File: config.mk
export PLATFORM = sky130hd
export DESIGN_NAME = filter_seq
export DESIGN_NICKNAME = d
export VERILOG_FILES = /design/src/rtl/filter_seq_pkg.sv /design/src/rtl/serial_mult.sv /design/src/rtl/filter_seq.sv
export SDC_FILE = /design/constraint.sdc
export NUM_CORES = 1
export LEC_CHECK = 0
export CAP_MARGIN = 15
export CELL_PAD_IN_SITES_DETAIL_PLACEMENT = 2
export CELL_PAD_IN_SITES_GLOBAL_PLACEMENT = 2
export CORE_MARGIN = 3
export CORE_UTILIZATION = 30
export CTS_CLUSTER_DIAMETER = 120
export DETAILED_ROUTE_END_ITERATION = 12
export PLACE_DENSITY = 0.81
export SYNTH_ARGS = -nofsm -noshare
export SYNTH_HDL_FRONTEND = slang
export SYNTH_SLANG_ARGS = --single-unit
File: constraint.sdc
create_clock -name clk -period 3.6 [get_ports clk]
set_clock_uncertainty 0.2 [all_clocks]
set_input_delay 0.54 -clock clk [delete_from_list [all_inputs] [get_ports clk]]
set_output_delay 0.54 -clock clk [all_outputs]
set_load 0.02 [all_outputs]
File: src/rtl/filter_seq_pkg.sv
// Shared constants and FSM state type for the time-multiplexed EWMA filter.
package filter_seq_pkg;

    localparam int unsigned WIDTH      = 16;
    localparam int unsigned MUL_CYCLES = WIDTH;
    localparam int unsigned LAT        = 2 * WIDTH + 2;

    typedef enum logic [1:0] {IDLE, MUL_A, MUL_B, SUM} state_t;

endpackage

File: src/rtl/serial_mult.sv
// Radix-2 shift-add multiplier: one partial product per cycle, WIDTH cycles per product.
module serial_mult
    import filter_seq_pkg::*;
#(
    parameter int unsigned WIDTH = filter_seq_pkg::WIDTH
) (
    input  logic             clk,
    input  logic             rst,
    input  logic             start,
    input  logic [WIDTH-1:0] op_a,
    input  logic [WIDTH-1:0] op_b,
    output logic             done,
    output logic [WIDTH-1:0] prod_hi
);

    localparam int unsigned CW = $clog2(WIDTH + 1);

    logic [2*WIDTH-1:0] acc_q, acc_d, acc_in;
    logic [WIDTH-1:0]   mcand_q, mcand;
    logic [WIDTH:0]     hi_sum;
    logic [CW-1:0]      cnt_q, cnt_d, step;
    logic               run_q, run_d;

    // The start cycle already performs the first step using the live operands,
    // so the product is complete at the edge ending the WIDTH-th cycle.
    always_comb begin
        mcand  = start ? op_a : mcand_q;
        acc_in = start ? {{WIDTH{1'b0}}, op_b} : acc_q;
        hi_sum = {1'b0, acc_in[2*WIDTH-1:WIDTH]} + (acc_in[0] ? {1'b0, mcand} : '0);
        step   = start ? CW'(1) : cnt_q + CW'(1);
        acc_d  = acc_q;
        cnt_d  = cnt_q;
        run_d  = run_q;
        done   = 1'b0;
        if (start || run_q) begin
            acc_d = {hi_sum, acc_in[WIDTH-1:1]};
            cnt_d = step;
            done  = (step == CW'(WIDTH));
            run_d = !done;
        end
    end

    always_ff @(posedge clk) begin
        if (rst) begin
            acc_q   <= '0;
            mcand_q <= '0;
            cnt_q   <= '0;
            run_q   <= 1'b0;
        end else begin
            acc_q   <= acc_d;
            mcand_q <= mcand;
            cnt_q   <= cnt_d;
            run_q   <= run_d;
        end
    end

    assign prod_hi = acc_q[2*WIDTH-1:WIDTH];

endmodule

File: src/rtl/filter_seq.sv
// Single-pole IIR y = a*y_prev + b*x with one shared serial multiplier, coefficient
// config handshake and sticky overrun flag.
module filter_seq
    import filter_seq_pkg::*;
#(
    parameter int unsigned       WIDTH = filter_seq_pkg::WIDTH,
    parameter logic [WIDTH-1:0]  RST_A = '0,
    parameter logic [WIDTH-1:0]  RST_B = '1
) (
    input  logic             clk,
    input  logic             rst,
    input  logic             sample_strobe,
    input  logic [WIDTH-1:0] din,
    output logic [WIDTH-1:0] dout,
    output logic             dout_valid,
    input  logic             cfg_valid,
    output logic             cfg_ready,
    input  logic [WIDTH-1:0] cfg_a,
    input  logic [WIDTH-1:0] cfg_b,
    output logic             busy,
    output logic             overrun,
    input  logic             overrun_clr
);

    state_t           state_q, state_d;
    logic             start_q, start_d;
    logic [WIDTH-1:0] coef_a_q, coef_b_q, a_lat_q, b_lat_q, x_q, y_prev_q, pa_q;
    logic [WIDTH-1:0] dout_q, op_a, op_b, prod_hi, sat;
    logic [WIDTH:0]   sum;
    logic             dout_valid_q, overrun_q, mult_done;

    always_comb begin
        state_d = state_q;
        start_d = 1'b0;
        unique case (state_q)
            IDLE: if (sample_strobe) begin
                state_d = MUL_A;
                start_d = 1'b1;
            end
            MUL_A: if (mult_done) begin
                state_d = MUL_B;
                start_d = 1'b1;
            end
            MUL_B:   if (mult_done) state_d = SUM;
            SUM:     state_d = IDLE;
            default: state_d = IDLE;
        endcase
    end

    always_comb begin
        op_a = (state_q == MUL_A) ? a_lat_q : b_lat_q;
        op_b = (state_q == MUL_A) ? y_prev_q : x_q;
        sum  = {1'b0, pa_q} + {1'b0, prod_hi};
        sat  = sum[WIDTH] ? '1 : sum[WIDTH-1:0];
    end

    assign cfg_ready = (state_q == IDLE);

    always_ff @(posedge clk) begin
        if (rst) begin
            state_q      <= IDLE;
            start_q      <= 1'b0;
            coef_a_q     <= RST_A;
            coef_b_q     <= RST_B;
            a_lat_q      <= '0;
            b_lat_q      <= '0;
            x_q          <= '0;
            y_prev_q     <= '0;
            pa_q         <= '0;
            dout_q       <= '0;
            dout_valid_q <= 1'b0;
            overrun_q    <= 1'b0;
        end else begin
            state_q      <= state_d;
            start_q      <= start_d;
            dout_valid_q <= (state_q == SUM);
            if (state_q == IDLE && sample_strobe) begin
                a_lat_q <= coef_a_q;
                b_lat_q <= coef_b_q;
                x_q     <= din;
            end
            if (cfg_valid && cfg_ready) begin
                coef_a_q <= cfg_a;
                coef_b_q <= cfg_b;
            end
            // a*y_prev is still in the accumulator during the first MUL_B cycle.
            if (state_q == MUL_B && start_q) pa_q <= prod_hi;
            if (state_q == SUM) begin
                dout_q   <= sat;
                y_prev_q <= sat;
            end
            if (sample_strobe && state_q != IDLE) overrun_q <= 1'b1;
            else if (overrun_clr)                 overrun_q <= 1'b0;
        end
    end

    serial_mult #(
        .WIDTH (WIDTH)
    ) u_mult (
        .clk     (clk),
        .rst     (rst),
        .start   (start_q),
        .op_a    (op_a),
        .op_b    (op_b),
        .done    (mult_done),
        .prod_hi (prod_hi)
    );

    assign dout       = dout_q;
    assign dout_valid = dout_valid_q;
    assign busy       = (state_q != IDLE);
    assign overrun    = overrun_q;

endmodule

* Word level (Yosys, flattened, before mapping)
Index checks and enable logic that the tools add are counted.
Operators by class: mux-type cells 17, add/subtract/negate cells 3, eq/ne operators 7, reduce and logical (&&, ||, !) cells 10
Operators with widths (number):
- $mux 16 | 5
- $mux 32 | 1
- $add 16x16->17 | 1
- $add 16x17->17 | 1
- $pmux 2 s4 | 1
- $mux 2 | 3
- $ne 2x2->1 const B | 3
- $add 5x1->5 const B | 1
- $eq 5x5->1 const B | 1
- $mux 1 | 5
- $mux 5 | 1
- $eq 2x2->1 const B | 2
- $logic_and 1x1->1 | 4
- $reduce_bool 2->1 | 2
- $reduce_and 3->1 | 1
- $eq 2x1->1 const B | 1
- $logic_not 2->1 | 1
- $pmux 1 s2 | 1
- $logic_not 1->1 | 1
- $logic_or 1x1->1 | 1
Word-level totals: output and inout port bits 20, input port bits 53, flip-flop bits (word level) 171

* Logic depth before layout (Yosys ltp)
Gate-level depths: netlist of the first run.
word-level depth 6, gate-level depth with buffers 16, mapped depth without buffers 14

* Cells and area by module
A second synthesis of the first run with hierarchy kept.
Second synthesis, totals: cells, all modules 1038, area, all modules 8465.6 sq um
By module, submodules not included:
- filter_seq | cells an instance 648, times used 1, sequential area each 2342.2 sq um, area each 5323.9 sq um
- serial_mult | cells an instance 390, times used 1, sequential area each 1081.0 sq um, area each 3141.8 sq um

* Least setup slack after synthesis of the first run
OpenSTA, ideal clock, no wires.
path type register -> register, start point register state_q[1], end point register u_mult.acc_q[31], setup time 0.134 ns, path slack -0.023 ns, path buffers 3, stages on the path, launching flop included 17, arrival time 3.289 ns, cell sequence dfxtp_1 inv_1 ha_1 clkbuf_1 mux2i_1 nand2_1 o21ai_1 clkbuf_1 nor2_1 ha_1 buf_2 a21o_1 a211o_1 a311oi_1 o22ai_1 a2111oi_0 nor4_1
Between the ends: cells in the longest elaborated chain, start to end 5, elaborated cells between the ends (all ways) 7, classes of those cells add/sub (1); eq/ne (1); mux (5)
Ends and longest elaborated chain:
- start: declaration | RTL line filter_seq.sv:25 | state_t state_q, state_d;
- start signal: assignment | RTL line filter_seq.sv:74 | state_q <= state_d;
- $eq 2x1->1 (*) | RTL line filter_seq.sv:51, filter_seq.sv:52
- $mux 16 (on tied branches) | RTL line filter_seq.sv:51, filter_seq.sv:52
- $mux 16 or $mux 32 (tied branches) | RTL line serial_mult.sv:27, serial_mult.sv:28
- $mux 16 (*) | RTL line serial_mult.sv:29 | hi_sum = {1'b0, acc_in[2*WIDTH-1:WIDTH]} + (acc_in[0] ? {1'b0, mcand} : '0);
- $add 16x17->17 (*) | RTL line serial_mult.sv:29
- end signal: assignment | RTL line serial_mult.sv:45 | acc_q <= '0;
- end signal: assignment | RTL line serial_mult.sv:50 | acc_q <= acc_d;
- end: declaration | RTL line serial_mult.sv:18 | logic [2*WIDTH-1:0] acc_q, acc_d, acc_in;
Mark *: on every way between the ends. The rest lies on a longest branch, timed or not. A chain may end at the register's enable or synchronous reset.

* Final worst setup path of the first run
Same ends and word-level chain as after synthesis.

==> results.json, run 1 <==
{
  "fmax_mhz": 294,
  "synth_xor_area_share_pct": 2.68,
  "status": "finished, final reports clean",
  "p_leak_nw": 3.83,
  "min_delay_path_depth": 2,
  "clk_pin_slew_ns": 0.08,
  "power_w": 0.00636,
  "dp_hpwl_mm": 17.5,
  "overflow": 0,
  "fin_crit_sh_pct": 94.4,
  "critPathRequiredTime_ns": 3.68,
  "synth_edf_count": 0,
  "muxShareOfSynthArea_pct": 4.29,
  "area_growth_pct": 21.6,
  "max-clock-path-buffers": 2,
  "final_util_pct": 37.6,
  "whs_ns": 0.260,
  "powerDensity_mw_per_mm2": 641,
  "yosysUniqueCellTypes": 57,
  "finalMaxSlewViolations": 0,
  "synth_top_family_by_area": "simple AND/OR/NAND/NOR gates",
  "core_region_area_mm2": 0.0264,
  "cts_max_level": 4,
  "grt_first_pass_wirelength_mm": 41.2,
  "die_x_um": 171,
  "grt_pass1_vias": 7860,
  "grt_usage_pct": 17.4,
  "via_per_inst": 5.20,
  "rr_worst_depth": 14,
  "portBuffers": 72,
  "crit_fanout": 12,
  "wl_per_cell_um": 18.2,
  "clk_latency_ns": 0.44,
  "synthCells": 1011,
  "fin_crit_ns": 3.40,
  "hp-start": "coef_b_q[8]",
  "finalInstanceArea_mm2": 0.00994,
  "dr.pass1.iters": 4,
  "synth_compound_area_share_pct": 19.7,
  "synth_area_mm2": 0.00817,
  "num_antenna_cells": 0,
  "avgSynthCellArea_um2": 8.09,
  "ys_warn_count": 0,
  "finalHoldViolCount": 0,
  "fin_cells": 1404,
  "cts_buffers": 17,
  "worstMarginPinSlew_ns": 0.878,
  "maxCapViolCount": 0,
  "setup_viol": 0,
  "synth-simple-area-share_pct": 21.5,
  "place_inst": 1369,
  "ys_seq_elements": 171,
  "holdPathEnd": "b_lat_q[8]",
  "worst_hold_path_type": "register to register",
  "crit_arrival_ns": 3.48,
  "grt_start_max_net_pins": 80,
  "drtAntennaViolNets": 0,
  "nets": 1148,
  "antenna_found_initial": 0,
  "dieArea_mm2": 0.0293,
  "cts_tree": "yes",
  "drtIter0Drc": 306,
  "critical_path_class": "register to register",
  "r2r_start": "state_q[1]",
  "die_h_um": 171,
  "gp_congestion": 0.789,
  "slew_headroom_pct": 41.5,
  "drive_above_1_share_pct": 8.14,
  "seq_area_frac_synth_pct": 41.9,
  "r2r-end": "u_mult.acc_q[31]",
  "ctsHoldBuffers": 0,
  "ff2ff_setup_slack_ns": 0.20,
  "row_count": 59,
  "num_io_pins": 73,
  "drc_errors": 0,
  "vias": 7297,
  "wl_mm": 25.5,
  "cts.sinks": 171,
  "synthAdderAreaFrac_pct": 6.15,
  "start_util_pct": 30.9,
  "peakVddDrop_v": 0.000330,
  "synth.net_count": 1103,
  "placed_cell_area_mm2": 0.00919,
  "synth_flop_cell": "dfxtp_1",
  "startpoint_type": "register",
  "cts-root-buf": "clkbuf_16",
  "fillCellCount": 2970,
  "synthArstFlopShare_pct": 0,
  "end_kind": "register"
}
==> layer usage <==
metal  GRT usage [%]  up-vias  routed length, um
met5               0        -                  0
met4            3.78        0                292
met3            2.61       28                573
met2            32.9       97              13400
met1            20.8     3601              11300
li1                -     3571                  -
==> sequential cells by signal (all words and copies together) (netlist names), 2 cells and up <==
name and cells:
coef_a_q 16, u_mult.cnt_q 5, pa_q 16, u_mult.acc_q 32
x_q 16, u_mult.mcand_q 16, b_lat_q 16, state_q 2
coef_b_q 16, dout 16, a_lat_q 16
==> cells by family (layout without fill, tap and decap cells) <==
kind of cell / Yosys count / count (layout)
AOI/OAI and AO/OA: 251 / 251
xor gates and xnor gates: 25 / 25
adders and majority gates: 39 / 39
buffers and inverters: 80 / 138
DFF: 171 / 171
muxes: 35 / 35
and+or+nand+nor: 410 / 410
==> critical path, stage by stage (launching register included) <==
cell and delay, ns:
dfxtp_1 0.32, inv_1 0.11, ha_4 0.21, buf_8 0.18
mux2i_1 0.22, nand2_1 0.09, o21ai_0 0.14, nor2_1 0.08
ha_1 0.34, a21o_1 0.19, a211o_1 0.29, a311oi_2 0.29
o22ai_2 0.17, a2111oi_4 0.33, nor4_1 0.08
==> worst max path at each step <==
stage,to,cells past startpoint,slack (ns),start
after CTS,u_mult.acc_q[31],13,0.002,state_q[0]
after global routing,u_mult.acc_q[29],14,-0.05,state_q[1]
after detailed placement,u_mult.acc_q[31],13,-0.19,state_q[0]
after floorplan,u_mult.acc_q[31],16,0.05,state_q[1]
final,u_mult.acc_q[31],14,0.20,state_q[1]
after global placement,u_mult.acc_q[31],13,0.08,state_q[0]
==> what timing repair did <==
| item | CTS | global route |
|---|---|---|
| endpoints found under the setup margin | 2 | 8 |
| endpoints found under the hold margin | 0 | 0 |
| gates resized for setup | 5 | 13 |
| gates cloned | 0 | 0 |
| pin swaps | 0 | 2 |
| buffers inserted | 0 | 2 |
==> report_power, final <==
group	internal, W	leakage [nW]	switching, W	total, W
clock	0.00101	0.305	0.000944	0.00196
combinational	0.000763	2.13	0.00118	0.00194
sequential	0.00222	1.40	0.000245	0.00247
total	0.00400	3.83	0.00237	0.00636
==> cells in the mapped netlist, drive strengths merged (15+ instances only) <==
library cell | number | area (um^2)
nor3 | 17 | 90.1
nand2 | 235 | 882
o21ai | 35 | 179
nor2b | 34 | 213
a21oi | 106 | 531
nor2 | 72 | 270
dfxtp | 171 | 3420
mux2i | 35 | 350
a21o | 15 | 115
ha | 37 | 463
clkbuf | 53 | 200
buf | 16 | 72.6
a211oi | 54 | 425
nand3 | 26 | 130
==> per-stage QoR <==
step	setup TNS, ns	setup WS (ns)
6_report	0	0.202
5_1_grt	-0.0851	-0.0456
4_1_cts	0	0.00161
3_5_place_dp	-0.187	-0.187
3_3_place_gp	0	0.0814
2_1_floorplan	0	0.0547
==> placed cells by master (no fill, tap or decap), types with 16 or more instances in the layout <==
| cell | n |
|---|---|
| clkdlybuf4s50_1 | 71 |
| nand3_1 | 26 |
| nor2_1 | 72 |
| dfxtp_1 | 169 |
| ha_1 | 36 |
| mux2i_1 | 35 |
| nor3_1 | 16 |
| nor2b_1 | 34 |
| a21oi_1 | 105 |
| nand2_1 | 235 |
| o21ai_0 | 30 |
| a211oi_1 | 48 |
| buf_4 | 21 |
| clkbuf_16 | 17 |
==> area by class of cell <==
| cell class | instances | area [um^2] | area share [%] |
|---|---|---|---|
| clock buffers | 17 | 425 | 4.28 |
| clock inverters | 15 | 198 | 1.99 |
| inverters | 11 | 41.3 | 0.416 |
| multi-input cells | 760 | 4500 | 45.3 |
| flip-flops and latches | 171 | 3430 | 34.5 |
| well taps | 335 | 419 | 4.22 |
| repair buffers | 95 | 922 | 9.28 |
Power figures use the tool's default switching activity.
==> run 2: changes to the inputs <==
--- a/config.mk
+++ b/config.mk
@@ -5,14 +5,15 @@
 export SDC_FILE = /design/constraint.sdc
 export NUM_CORES = 1
 export LEC_CHECK = 0
+export ABC_CLOCK_PERIOD_IN_PS = 3600
 export CAP_MARGIN = 15
 export CELL_PAD_IN_SITES_DETAIL_PLACEMENT = 2
 export CELL_PAD_IN_SITES_GLOBAL_PLACEMENT = 2
 export CORE_MARGIN = 3
-export CORE_UTILIZATION = 30
+export CORE_UTILIZATION = 31
 export CTS_CLUSTER_DIAMETER = 120
 export DETAILED_ROUTE_END_ITERATION = 12
-export PLACE_DENSITY = 0.81
+export PLACE_DENSITY = 0.83
 export SYNTH_ARGS = -nofsm -noshare
 export SYNTH_HDL_FRONTEND = slang
 export SYNTH_SLANG_ARGS = --single-unit
==> run 2 against run 1 <==
  * Routed wire length increased by 7.8%
  * Worst setup slack worse by 0.25 ns
  * The flow now finishes with violations (setup timing)
  * Combinational power rose by 7%
  * Non-clock buffer count up 6
  * Highest routed layer unchanged
  * Sequential share of layout area fell by 0.28 points
  * Sequential power hardly changed
  * Cell count about the same
  * Power is 1.5% higher
==> results.json, run 2 (synthesis results as in run 1) <==
{
  "end_kind": "register",
  "antenna_found_initial": 0,
  "startpoint_type": "register",
  "nets": 1154,
  "cts-root-buf": "clkbuf_16",
  "crit_arrival_ns": 3.74,
  "grt_usage_pct": 18.6,
  "cp_num_buf_inv": 2,
  "grt_start_max_net_pins": 64,
  "placed_cell_area_mm2": 0.00923,
  "worstMarginPinSlew_ns": 0.723,
  "die_h_um": 168,
  "dr.pass1.iters": 4,
  "overflow": 0,
  "largest_register_ffs": 32,
  "critical_path_class": "register to register",
  "dieArea_mm2": 0.0284,
  "finalInstanceArea_mm2": 0.0100,
  "via_per_inst": 5.25,
  "largest-register": "u_mult.acc_q",
  "crit_fanout": 7,
  "max_stage_delay_ns": 0.38,
  "cts_buffers": 17,
  "grt_pass1_vias": 8133,
  "powerDensity_mw_per_mm2": 645,
  "peakVddDrop_v": 0.000344,
  "timing.final.ws_setup_ns": -0.0476,
  "core_region_area_mm2": 0.0255,
  "slew_headroom_pct": 51.8,
  "fillCellCount": 2865,
  "row_count": 58,
  "crit_family": "compound AO/OA/AOI/OAI gates",
  "maxCapViolCount": 0,
  "whs_ns": 0.262,
  "cts.sinks": 171,
  "drtIter0Drc": 411,
  "cts_max_level": 4,
  "cts_tree": "yes",
  "status": "complete, but fails checks",
  "wl_per_cell_um": 19.6,
  "fin_crit_ns": 3.65,
  "fmax_mhz": 274,
  "fin_crit_sh_pct": 101,
  "violations": "setup timing",
  "die_x_um": 168,
  "wl_mm": 27.5,
  "gp_congestion": 0.823,
  "crit_chain": "inv_1 > ha_4 > mux2i_4 > nand2_2 > o21ai_4 > buf_6 > nor2_1 > ha_1 > a21o_1 > a211o_1 > a311oi_2 > o22ai_4 > a2111oi_2 > nor4_1",
  "layout.cells.most_common": "nand2_1",
  "area_growth_pct": 22.5,
  "finalHoldViolCount": 0,
  "num_io_pins": 73,
  "final_cell_mix": "nand2_1, dfxtp_1, a21oi_1",
  "vias": 7372,
  "worst_path_max_delay_cell": "ha_1",
  "worst_hold_path_type": "register to register",
  "num_antenna_cells": 0,
  "start_util_pct": 32.0,
  "portBuffers": 72,
  "drive_above_1_share_pct": 8.84,
  "max-clock-path-buffers": 2,
  "setup_viol": 2,
  "drc_errors": 0,
  "finalMaxSlewViolations": 0,
  "drtAntennaViolNets": 0,
  "clk_pin_slew_ns": 0.08,
  "grt_first_pass_wirelength_mm": 43.0,
  "clk_latency_ns": 0.44,
  "critPathRequiredTime_ns": 3.70,
  "p_leak_nw": 3.85,
  "dp_hpwl_mm": 18.3
}
==> run 2: layer usage <==
metal	track usage, %	part of all wire [%]
met3	2.63	2.3
met5	0	0
met2	35.5	53
met1	21.6	43
met4	5.19	1.8
==> run 2: timing repair <==
| item | 4_1_cts | 5_1_grt |
|---|---|---|
| setup buffers | 0 | 4 |
| setup endpoints to repair | 3 | 8 |
| cloned | 0 | 1 |
| gates resized for setup | 7 | 24 |
| hold buffers | 0 | 0 |
| pin swaps | 0 | 7 |
==> run 2: worst min-delay path: stages (launching register included) <==
cell     delay [ns]
dfxtp_1        0.32
nand2_1        0.05
a21oi_1        0.05
==> run 2: power by group <==
group / switching, W / internal (W)
logic: 0.00126 / 0.000822
registers: 0.000254 / 0.00222
clock network: 0.000905 / 0.000994
total: 0.00242 / 0.00404
==> run 2: stage by stage <==
stage	utilization, %	power (W)	cells	worst slack (ns)	setup TNS, ns
2_1_floorplan	-	0.00373	1011	0.0547	0
3_3_place_gp	36.1	0.00431	1367	0.109	0
3_5_place_dp	36.1	0.00443	1367	-0.0301	-0.0301
4_1_cts	38.6	0.00640	1399	0.0458	0
5_1_grt	39.2	0.00685	1405	-0.214	-1.16
6_report	39.2	0.00646	1405	-0.0476	-0.0870
==> run 2: final timing paths <==
check | startpoint | to | slack (ns) | depth (start not counted)
min | coef_a_q[6] | a_lat_q[6] | 0.26 | 2
max reg2reg | state_q[1] | u_mult.acc_q[31] | -0.05 | 14
max | state_q[1] | u_mult.acc_q[31] | -0.05 | 14
min reg2reg | coef_a_q[6] | a_lat_q[6] | 0.26 | 2
==> run 2: cell type report <==
cell class | count | area (um^2) | area share (%)
clock buffers | 17 | 425 | 4.25
clock inverters | 15 | 175 | 1.75
inverters | 11 | 41.3 | 0.412
multi-input cells | 760 | 4540 | 45.3
flip-flops and latches | 171 | 3420 | 34.2
well taps | 330 | 413 | 4.12
repair buffers | 101 | 997 | 9.96
